## src/rtl/seg_scan_pkg.sv

```systemverilog
// Shared types and glyph decoding for the 7-segment scan decoder.
// Segment patterns are active-low {a,b,c,d,e,f,g}.
package seg_scan_pkg;

    typedef enum logic [1:0] {
        IDLE    = 2'd0,
        COLLECT = 2'd1,
        PUBLISH = 2'd2
    } scan_state_e;

    localparam int NUM_POS = 8;

    localparam logic [6:0] GLYPH_0 = 7'b0000001;
    localparam logic [6:0] GLYPH_1 = 7'b1001111;
    localparam logic [6:0] GLYPH_2 = 7'b0010010;
    localparam logic [6:0] GLYPH_3 = 7'b0000110;
    localparam logic [6:0] GLYPH_4 = 7'b1001100;
    localparam logic [6:0] GLYPH_5 = 7'b0100100;
    localparam logic [6:0] GLYPH_6 = 7'b0100000;
    localparam logic [6:0] GLYPH_7 = 7'b0001111;
    localparam logic [6:0] GLYPH_8 = 7'b0000000;
    localparam logic [6:0] GLYPH_9 = 7'b0000100;
    localparam logic [6:0] GLYPH_A = 7'b0001000;
    localparam logic [6:0] GLYPH_B = 7'b1100000;
    localparam logic [6:0] GLYPH_C = 7'b0110001;
    localparam logic [6:0] GLYPH_D = 7'b1000010;
    localparam logic [6:0] GLYPH_E = 7'b0110000;
    localparam logic [6:0] GLYPH_F = 7'b0111000;

    // Returns {valid, value}; unknown patterns decode as 4'hF with valid=0.
    function automatic logic [4:0] seg_to_hex(input logic [6:0] seg);
        logic [4:0] r;
        case (seg)
            GLYPH_0: r = {1'b1, 4'h0};
            GLYPH_1: r = {1'b1, 4'h1};
            GLYPH_2: r = {1'b1, 4'h2};
            GLYPH_3: r = {1'b1, 4'h3};
            GLYPH_4: r = {1'b1, 4'h4};
            GLYPH_5: r = {1'b1, 4'h5};
            GLYPH_6: r = {1'b1, 4'h6};
            GLYPH_7: r = {1'b1, 4'h7};
            GLYPH_8: r = {1'b1, 4'h8};
            GLYPH_9: r = {1'b1, 4'h9};
            GLYPH_A: r = {1'b1, 4'hA};
            GLYPH_B: r = {1'b1, 4'hB};
            GLYPH_C: r = {1'b1, 4'hC};
            GLYPH_D: r = {1'b1, 4'hD};
            GLYPH_E: r = {1'b1, 4'hE};
            GLYPH_F: r = {1'b1, 4'hF};
            default: r = {1'b0, 4'hF};
        endcase
        return r;
    endfunction

endpackage

```

## src/rtl/scan_stabilizer.sv

```systemverilog
// Two-flop synchronizer plus hold filter: emits one accept strobe once the
// synced word has been steady for STABLE_CYCLES cycles, re-armed by any change.
module scan_stabilizer #(
    parameter int WIDTH         = 16,
    parameter int STABLE_CYCLES = 4
) (
    input  logic             clock,
    input  logic             reset,
    input  logic [WIDTH-1:0] data_i,
    output logic [WIDTH-1:0] data_o,
    output logic             accept_o
);

    localparam int CW = $clog2(STABLE_CYCLES + 1);
    localparam logic [CW-1:0] HOLD_MAX = CW'(STABLE_CYCLES);

    logic [WIDTH-1:0] sync1_q, sync2_q, hold_q;
    logic [CW-1:0]    cnt_q, cnt_d;
    logic             accept_q, accept_d;
    logic             same;

    always_comb begin
        same = (sync2_q == hold_q);
        if (!same) begin
            cnt_d = CW'(1);
        end else if (cnt_q == HOLD_MAX) begin
            cnt_d = cnt_q;
        end else begin
            cnt_d = cnt_q + CW'(1);
        end
        accept_d = (cnt_d == HOLD_MAX) && (!same || cnt_q != HOLD_MAX);
    end

    // Reset to an idle (all-off) bus with the counter saturated so no strobe fires.
    always_ff @(posedge clock or posedge reset) begin
        if (reset) begin
            sync1_q  <= '1;
            sync2_q  <= '1;
            hold_q   <= '1;
            cnt_q    <= HOLD_MAX;
            accept_q <= 1'b0;
        end else begin
            sync1_q  <= data_i;
            sync2_q  <= sync1_q;
            hold_q   <= sync2_q;
            cnt_q    <= cnt_d;
            accept_q <= accept_d;
        end
    end

    assign data_o   = hold_q;
    assign accept_o = accept_q;

endmodule

```

## src/rtl/seg_scan_decoder.sv

```systemverilog
// Passive reader of the multiplexed 7-segment bus; publishes all 8 positions
// once per scan frame. Optional counters enabled by SEG_SCAN_STATS_EN.
module seg_scan_decoder #(
    parameter int STABLE_CYCLES  = 4,
    parameter int TIMEOUT_CYCLES = 2_000_000
) (
    input  logic        clock,
    input  logic        reset,
    input  logic [7:0]  an,
    input  logic [7:0]  dec_cat,
    output logic [31:0] digits,
    output logic [7:0]  dig_en,
    output logic [7:0]  dig_dp,
    output logic        frame_valid,
    output logic        seg_err,
    output logic        active
`ifdef SEG_SCAN_STATS_EN
    ,
    output logic [15:0] frame_cnt,
    output logic [15:0] err_cnt
`endif
);

    import seg_scan_pkg::*;

    localparam int TW = $clog2(TIMEOUT_CYCLES + 1);
    localparam logic [TW-1:0] TMO_MAX = TW'(TIMEOUT_CYCLES);

    logic [15:0] smp;
    logic        acc;

    scan_stabilizer #(
        .WIDTH         (16),
        .STABLE_CYCLES (STABLE_CYCLES)
    ) u_stab (
        .clock    (clock),
        .reset    (reset),
        .data_i   ({an, dec_cat}),
        .data_o   (smp),
        .accept_o (acc)
    );

    logic [7:0] smp_an, smp_cat;
    logic [2:0] idx;
    logic [4:0] lut;
    logic       blank, one_cold, digit_ok, new_err;

    assign smp_an   = smp[15:8];
    assign smp_cat  = smp[7:0];
    assign blank    = (smp_an == 8'hFF);
    assign one_cold = $onehot(~smp_an);
    assign lut      = seg_to_hex(smp_cat[7:1]);
    assign digit_ok = acc && one_cold;
    assign new_err  = acc && !blank && (!one_cold || !lut[4]);

    always_comb begin
        idx = '0;
        for (int i = 0; i < NUM_POS; i++) begin
            if (!smp_an[i]) idx = 3'(i);
        end
    end

    scan_state_e     state_q, state_d;
    logic [TW-1:0]   tmo_q;
    logic            tmo_hit;
    logic            do_store, do_pub, do_clear;
    logic [2:0]      last_idx_q;
    logic [7:0][3:0] shadow_val_q;
    logic [7:0]      shadow_dp_q, seen_q;
    logic            err_q;
    logic [31:0]     digits_q;
    logic [7:0]      dig_en_q, dig_dp_q;
    logic            seg_err_q, active_q;

    assign tmo_hit = (tmo_q == TMO_MAX);

    // A digit at or below the last index means the scan wrapped: publish the
    // collected frame and let the wrapping digit open the next one.
    always_comb begin
        state_d  = state_q;
        do_store = 1'b0;
        do_pub   = 1'b0;
        do_clear = 1'b0;
        case (state_q)
            IDLE: begin
                if (digit_ok) begin
                    do_store = 1'b1;
                    state_d  = COLLECT;
                end
            end
            COLLECT, PUBLISH: begin
                state_d = COLLECT;
                if (digit_ok) begin
                    do_store = 1'b1;
                    if (idx <= last_idx_q) begin
                        do_pub  = 1'b1;
                        state_d = PUBLISH;
                    end
                end else if (tmo_hit) begin
                    do_clear = 1'b1;
                    state_d  = IDLE;
                end
            end
            default: state_d = IDLE;
        endcase
    end

    always_ff @(posedge clock or posedge reset) begin
        if (reset) begin
            state_q <= IDLE;
        end else begin
            state_q <= state_d;
        end
    end

    always_ff @(posedge clock or posedge reset) begin
        if (reset) begin
            tmo_q        <= '0;
            last_idx_q   <= '0;
            shadow_val_q <= '0;
            shadow_dp_q  <= '0;
            seen_q       <= '0;
            err_q        <= 1'b0;
            digits_q     <= '0;
            dig_en_q     <= '0;
            dig_dp_q     <= '0;
            seg_err_q    <= 1'b0;
            active_q     <= 1'b0;
        end else begin
            if (digit_ok) begin
                tmo_q <= '0;
            end else if (!tmo_hit) begin
                tmo_q <= tmo_q + TW'(1);
            end

            if (do_clear) begin
                shadow_val_q <= '0;
                shadow_dp_q  <= '0;
                seen_q       <= '0;
                err_q        <= 1'b0;
                digits_q     <= '0;
                dig_en_q     <= '0;
                dig_dp_q     <= '0;
                seg_err_q    <= 1'b0;
                active_q     <= 1'b0;
            end else begin
                if (do_pub) begin
                    for (int i = 0; i < NUM_POS; i++) begin
                        digits_q[4*i +: 4] <= seen_q[i] ? shadow_val_q[i] : 4'h0;
                        dig_dp_q[i]        <= seen_q[i] & shadow_dp_q[i];
                    end
                    dig_en_q  <= seen_q;
                    seg_err_q <= err_q;
                    active_q  <= 1'b1;
                    seen_q    <= '0;
                    err_q     <= new_err;
                end else if (new_err) begin
                    err_q <= 1'b1;
                end
                if (do_store) begin
                    seen_q[idx]       <= 1'b1;
                    shadow_val_q[idx] <= lut[3:0];
                    shadow_dp_q[idx]  <= ~smp_cat[0];
                    last_idx_q        <= idx;
                end
            end
        end
    end

    assign digits      = digits_q;
    assign dig_en      = dig_en_q;
    assign dig_dp      = dig_dp_q;
    assign seg_err     = seg_err_q;
    assign active      = active_q;
    assign frame_valid = (state_q == PUBLISH);

`ifdef SEG_SCAN_STATS_EN
    logic [15:0] frame_cnt_q, err_cnt_q;

    // Counters survive timeout; only reset clears them.
    always_ff @(posedge clock or posedge reset) begin
        if (reset) begin
            frame_cnt_q <= '0;
            err_cnt_q   <= '0;
        end else if (do_pub && !do_clear) begin
            frame_cnt_q <= frame_cnt_q + 16'd1;
            if (err_q && err_cnt_q != 16'hFFFF) begin
                err_cnt_q <= err_cnt_q + 16'd1;
            end
        end
    end

    assign frame_cnt = frame_cnt_q;
    assign err_cnt   = err_cnt_q;
`endif

endmodule

```

## config.mk

```make
export PLATFORM = sky130hd
export DESIGN_NAME = seg_scan_decoder
export DESIGN_NICKNAME = d
export VERILOG_FILES = /design/src/rtl/seg_scan_pkg.sv /design/src/rtl/scan_stabilizer.sv /design/src/rtl/seg_scan_decoder.sv
export SDC_FILE = /design/constraint.sdc
export NUM_CORES = 1
export LEC_CHECK = 0
export CORE_UTILIZATION = 60
export CTS_BUF_LIST = sky130_fd_sc_hd__clkbuf_4 sky130_fd_sc_hd__clkbuf_8
export CTS_CLUSTER_SIZE = 40
export DETAILED_ROUTE_END_ITERATION = 10
export PLACE_DENSITY = 0.91
export SLEW_MARGIN = 15
export SYNTH_ARGS = -nofsm -noshare
export SYNTH_HDL_FRONTEND = slang
export SYNTH_SLANG_ARGS = --single-unit
```

## constraint.sdc

```tcl
create_clock -name clock -period 7.2 [get_ports clock]
set_input_delay 1.44 -clock clock [delete_from_list [all_inputs] [get_ports clock]]
set_output_delay 1.44 -clock clock [all_outputs]
set_load 0.02 [all_outputs]
```

==> run_results.csv <==
group,metric,value,unit
clock_tree,cts_buffer_count,17,
synthesis,synth_seq_area_share,57.2,%
synthesis,avgSynthCellArea,12.1,um^2
drt,post_drt_wl_per_cell,18.8,um
placed_design,placedInstanceArea,8590,um^2
die,die_height,116,um
job,max_cap_violations,0,
critical_path,critical_path_class,"reg -> reg",
clock_tree,post_cts_buffers,0,
clock_tree,ctsResizeCount,0,
critical_path,worstSetupEndpoint,"digits[14]$_DFFE_PP0P_",
min_path,hold_path.class,"reg -> reg",
critical_path,worst-endpoint-arrival,5.95,ns
placed_design,io_buffer_count,68,
critical_path,critical_path.endpoint_type,"flop",
critical_path,timing.rr.end,"digits[14]$_DFFE_PP0P_",
grt,grt_remaining_overflow,0,
finish,post_route_cells_drive_above_1_share,15.3,%
clock_tree,clock_latency_of_the_later_clocked_register_in_the_worst_skew_pair,0.47,ns
critical_path,critical_path.startpoint,"u_stab.data_o[11]$_DFF_PP1_",
die,placementRows,41,
drt,avgViaCountPerCell,6.31,
drt,detail_route.drc_violations,0,
pwr,ir_drop,0.178,mV
grt,grt_antenna_before_repair,0,
critical_path,critical_path.cell_chain,"fa_1, inv_1, fa_1, fa_1, ha_1, inv_1, fa_1, nand3_1, o2111ai_2, a21boi_4, buf_4, a32o_1",
die,dieArea,13500,um^2
grt,grt_first_pass_wirelength,27.0,mm
drt,finalWirelength,16.6,mm
status,outcome,"finished clean",
finish,final.fill_count,850,
die,floorplan.die.width,116,um
timing,totalNegativeSetupSlack,0,ns
finish,antenna-diode-count,0,
clock_tree,cts.reportedPaths.clkPinSlew,0.09,ns
clock_tree,clock_sinks,177,
timing,worst_slack,1.66,ns
critical_path,rr_worst_depth,12,
synthesis,syn_nets,683,
drt,dr.first_iter.drc_count,474,
clock_tree,tritoncts_clock_tree,"yes",
drt,ant_nets,0,
placed_design,post-dp-hpwl,11.1,mm
critical_path,worst-r2r-setup-slack,1.66,ns
grt,use_met1,34.3,%
pwr,power-per-cell-area,209,nW/um^2
timing,fin_worst_skew,0.0101,ns
critical_path,timing.rr.start,"u_stab.data_o[11]$_DFF_PP1_",
grt,grtUsageMet2,43.1,%
grt,first_global_vias,5354,
placed_design,weighted_congestion_at_the_end_of_routability_driven_global_placement,0.911,
synthesis,synth_cell_types,70,
synthesis,synth_seq_cells,177,
pwr,leakagePower,0.00383,uW
die,io_pins,69,
critical_path,cell_with_the_largest_stage_delay_on_the_worst_path,"sky130_fd_sc_hd__a21boi_4",
grt,gr_util_met3,5.50,%
synthesis,synth_warnings,0,
critical_path,crit_path_max_fanout,36,
clock_tree,clock-root-buffer,"sky130_fd_sc_hd__clkbuf_8",
grt,grt_max_degree,107,
clock_tree,cts_max_level,4,
timing,timing_worst_slew_pin_value,1.11,ns
finish,commonest_cells_after_routing_fill_and_taps_aside,"128 x sky130_fd_sc_hd__dfrtp_1, 68 x sky130_fd_sc_hd__clkdlybuf4s50_1, 49 x sky130_fd_sc_hd__dfstp_2",
die,initial_utilization,61.9,%
drt,firstDrtPassIters,5,
finish,stdcell_area,9020,um^2
finish,mostFrequentLayoutCell,"sky130_fd_sc_hd__dfrtp_1",
grt,grt.busiest_layer,"met2",
timing,setup_viol,0,
critical_path,critical_path_launch_point_type,"flop",
die,fp.coreArea,12700,um^2
finish,area_growth,15.0,%
timing,grt_setup_unrepaired,"no",
synthesis,post_syn_instances,647,
finish,nNetsFinal,737,
grt,total_routing_resource_utilization_after_global_routing,26.4,%
timing,fmax,180,MHz
timing,timing.final.hold_violations,0,
timing,fin_crit_sh,77.0,%
placed_design,detailedPlace.worstSlack,1.76,ns
drt,route.vias.total,5584,
critical_path,cp_slowest_stage_delay,0.90,ns
critical_path,crit_path_frequent_cell,"sky130_fd_sc_hd__fa_1",
timing,fin_crit,5.54,ns
timing,slew_viol_final,0,
synthesis,synth_edf_count,0,
synthesis,synth_area,7850,um^2
clock_tree,postCtsHoldBufs,0,
clock_tree,clockBufferDepth,2,
synthesis,ys.flop_type,"sky130_fd_sc_hd__dfrtp_1",
critical_path,worst_ep_required_time,7.60,ns
timing,slew_headroom,25.4,%
synthesis,synth-async-reset-ratio,100,%
-- layer usage --
| metal | vias up | routed length (um) | share of wire [%] |
|---|---|---|---|
| met3 | 35 | 924 | 5.6 |
| met2 | 218 | 8410 | 51 |
| met4 | 0 | 419 | 2.5 |
| met5 | - | 0 | 0 |
| li1 | 2510 | - | - |
| met1 | 2821 | 6880 | 41 |
-- critical path, delay by kind of cell, from the launching register on --
family | cells | cell delay [ns]
flops | 1 | 0.59
simple gates | 1 | 0.35
fa+ha+maj | 5 | 2.07
compound gates | 3 | 1.93
buf+inv | 3 | 0.53
-- cell usage after synthesis (all sizes together) (2+ instances only) --
cell,count,area (um^2)
a211oi,10,75.1
a21o,11,82.6
a21oi,17,96.4
a22o,11,96.3
a22oi,2,20.0
a311oi,3,45.0
a31oi,17,106
a32o,42,420
and2,3,18.8
and3,6,37.5
and4,5,43.8
and4bb,2,25.0
buf,29,164
clkbuf,8,30.0
dfrtp,128,3200
dfstp,49,1290
fa,4,80.1
ha,14,175
inv,27,101
mux2i,11,110
nand2,24,90.1
nand2b,5,31.3
nand3,24,125
nand3b,5,37.5
nand4,12,75.1
nor2,39,151
nor2b,8,50.1
nor3,9,45.0
nor3b,5,42.5
nor4,11,105
nor4b,10,103
nor4bb,2,20.0
o2111ai,4,41.3
o21a,3,22.5
o21ai,27,135
or3,5,31.3
xnor2,22,193
xor2,15,131
-- kinds of logic after synthesis --
logic type      count (synthesis)  share of synthesized area (%)
simple gates                  180                           13.8
fa+ha+maj                      18                           3.25
xor+xnor                       37                           4.13
flops                         177                           57.2
compound gates                159                           16.3
buf+inv                        64                           3.76
mux                            12                           1.55
-- through the flow --
stage | total power [uW] | hold slack [ns] | utilization, % | cells
after CTS | 1900 | 0.359 | 71.2 | 885
after floorplan | 1130 | 0.345 | - | 647
after global routing | 1950 | 0.363 | 71.2 | 885
after global placement | 1160 | 0.346 | 67.8 | 854
final | 1880 | 0.358 | 71.2 | 885
after detailed placement | 1170 | 0.347 | 67.8 | 854
-- worst min path at each step --
stage	startpoint	to	depth (start not counted)
global route	u_stab.sync1_q[13]$_DFF_PP1_	u_stab.sync2_q[13]$_DFF_PP1_	0
CTS	u_stab.sync1_q[1]$_DFF_PP1_	u_stab.sync2_q[1]$_DFF_PP1_	0
global placement	u_stab.sync1_q[1]$_DFF_PP1_	u_stab.sync2_q[1]$_DFF_PP1_	0
detailed placement	u_stab.sync1_q[11]$_DFF_PP1_	u_stab.sync2_q[11]$_DFF_PP1_	0
floorplan	u_stab.sync1_q[0]$_DFF_PP1_	u_stab.sync2_q[0]$_DFF_PP1_	0
finish	u_stab.sync1_q[1]$_DFF_PP1_	u_stab.sync2_q[1]$_DFF_PP1_	0
-- report_power, final --
group,internal [uW],total (uW),switching [uW]
Clock,387,733,347
Combinational,41.3,114,73.0
Sequential,1020,1040,18.4
Total,1450,1880,438
-- flip-flops by register name, indices dropped and copies added (netlist names) --
name / cells
active: 1
dig_dp: 8
dig_en: 8
digits: 32
err_q: 1
last_idx_q: 3
seen_q: 8
seg_err: 1
shadow_dp_q: 8
shadow_val_q: 32
state_q: 2
tmo_q: 21
u_stab.accept_o: 1
u_stab.cnt_q: 3
u_stab.data_o: 16
u_stab.sync1_q: 16
u_stab.sync2_q: 16
-- cell type report --
cell class / count / area, um^2 / area share, %
clock buffer: 19 / 249 / 2.76
timing repair buffer: 72 / 711 / 7.88
tap: 172 / 215 / 2.39
clock inverter: 12 / 180 / 2.00
inverter: 27 / 106 / 1.18
multi-input combinational: 406 / 3070 / 34.0
sequential: 177 / 4490 / 49.8
(Power assumes the default switching activity.)
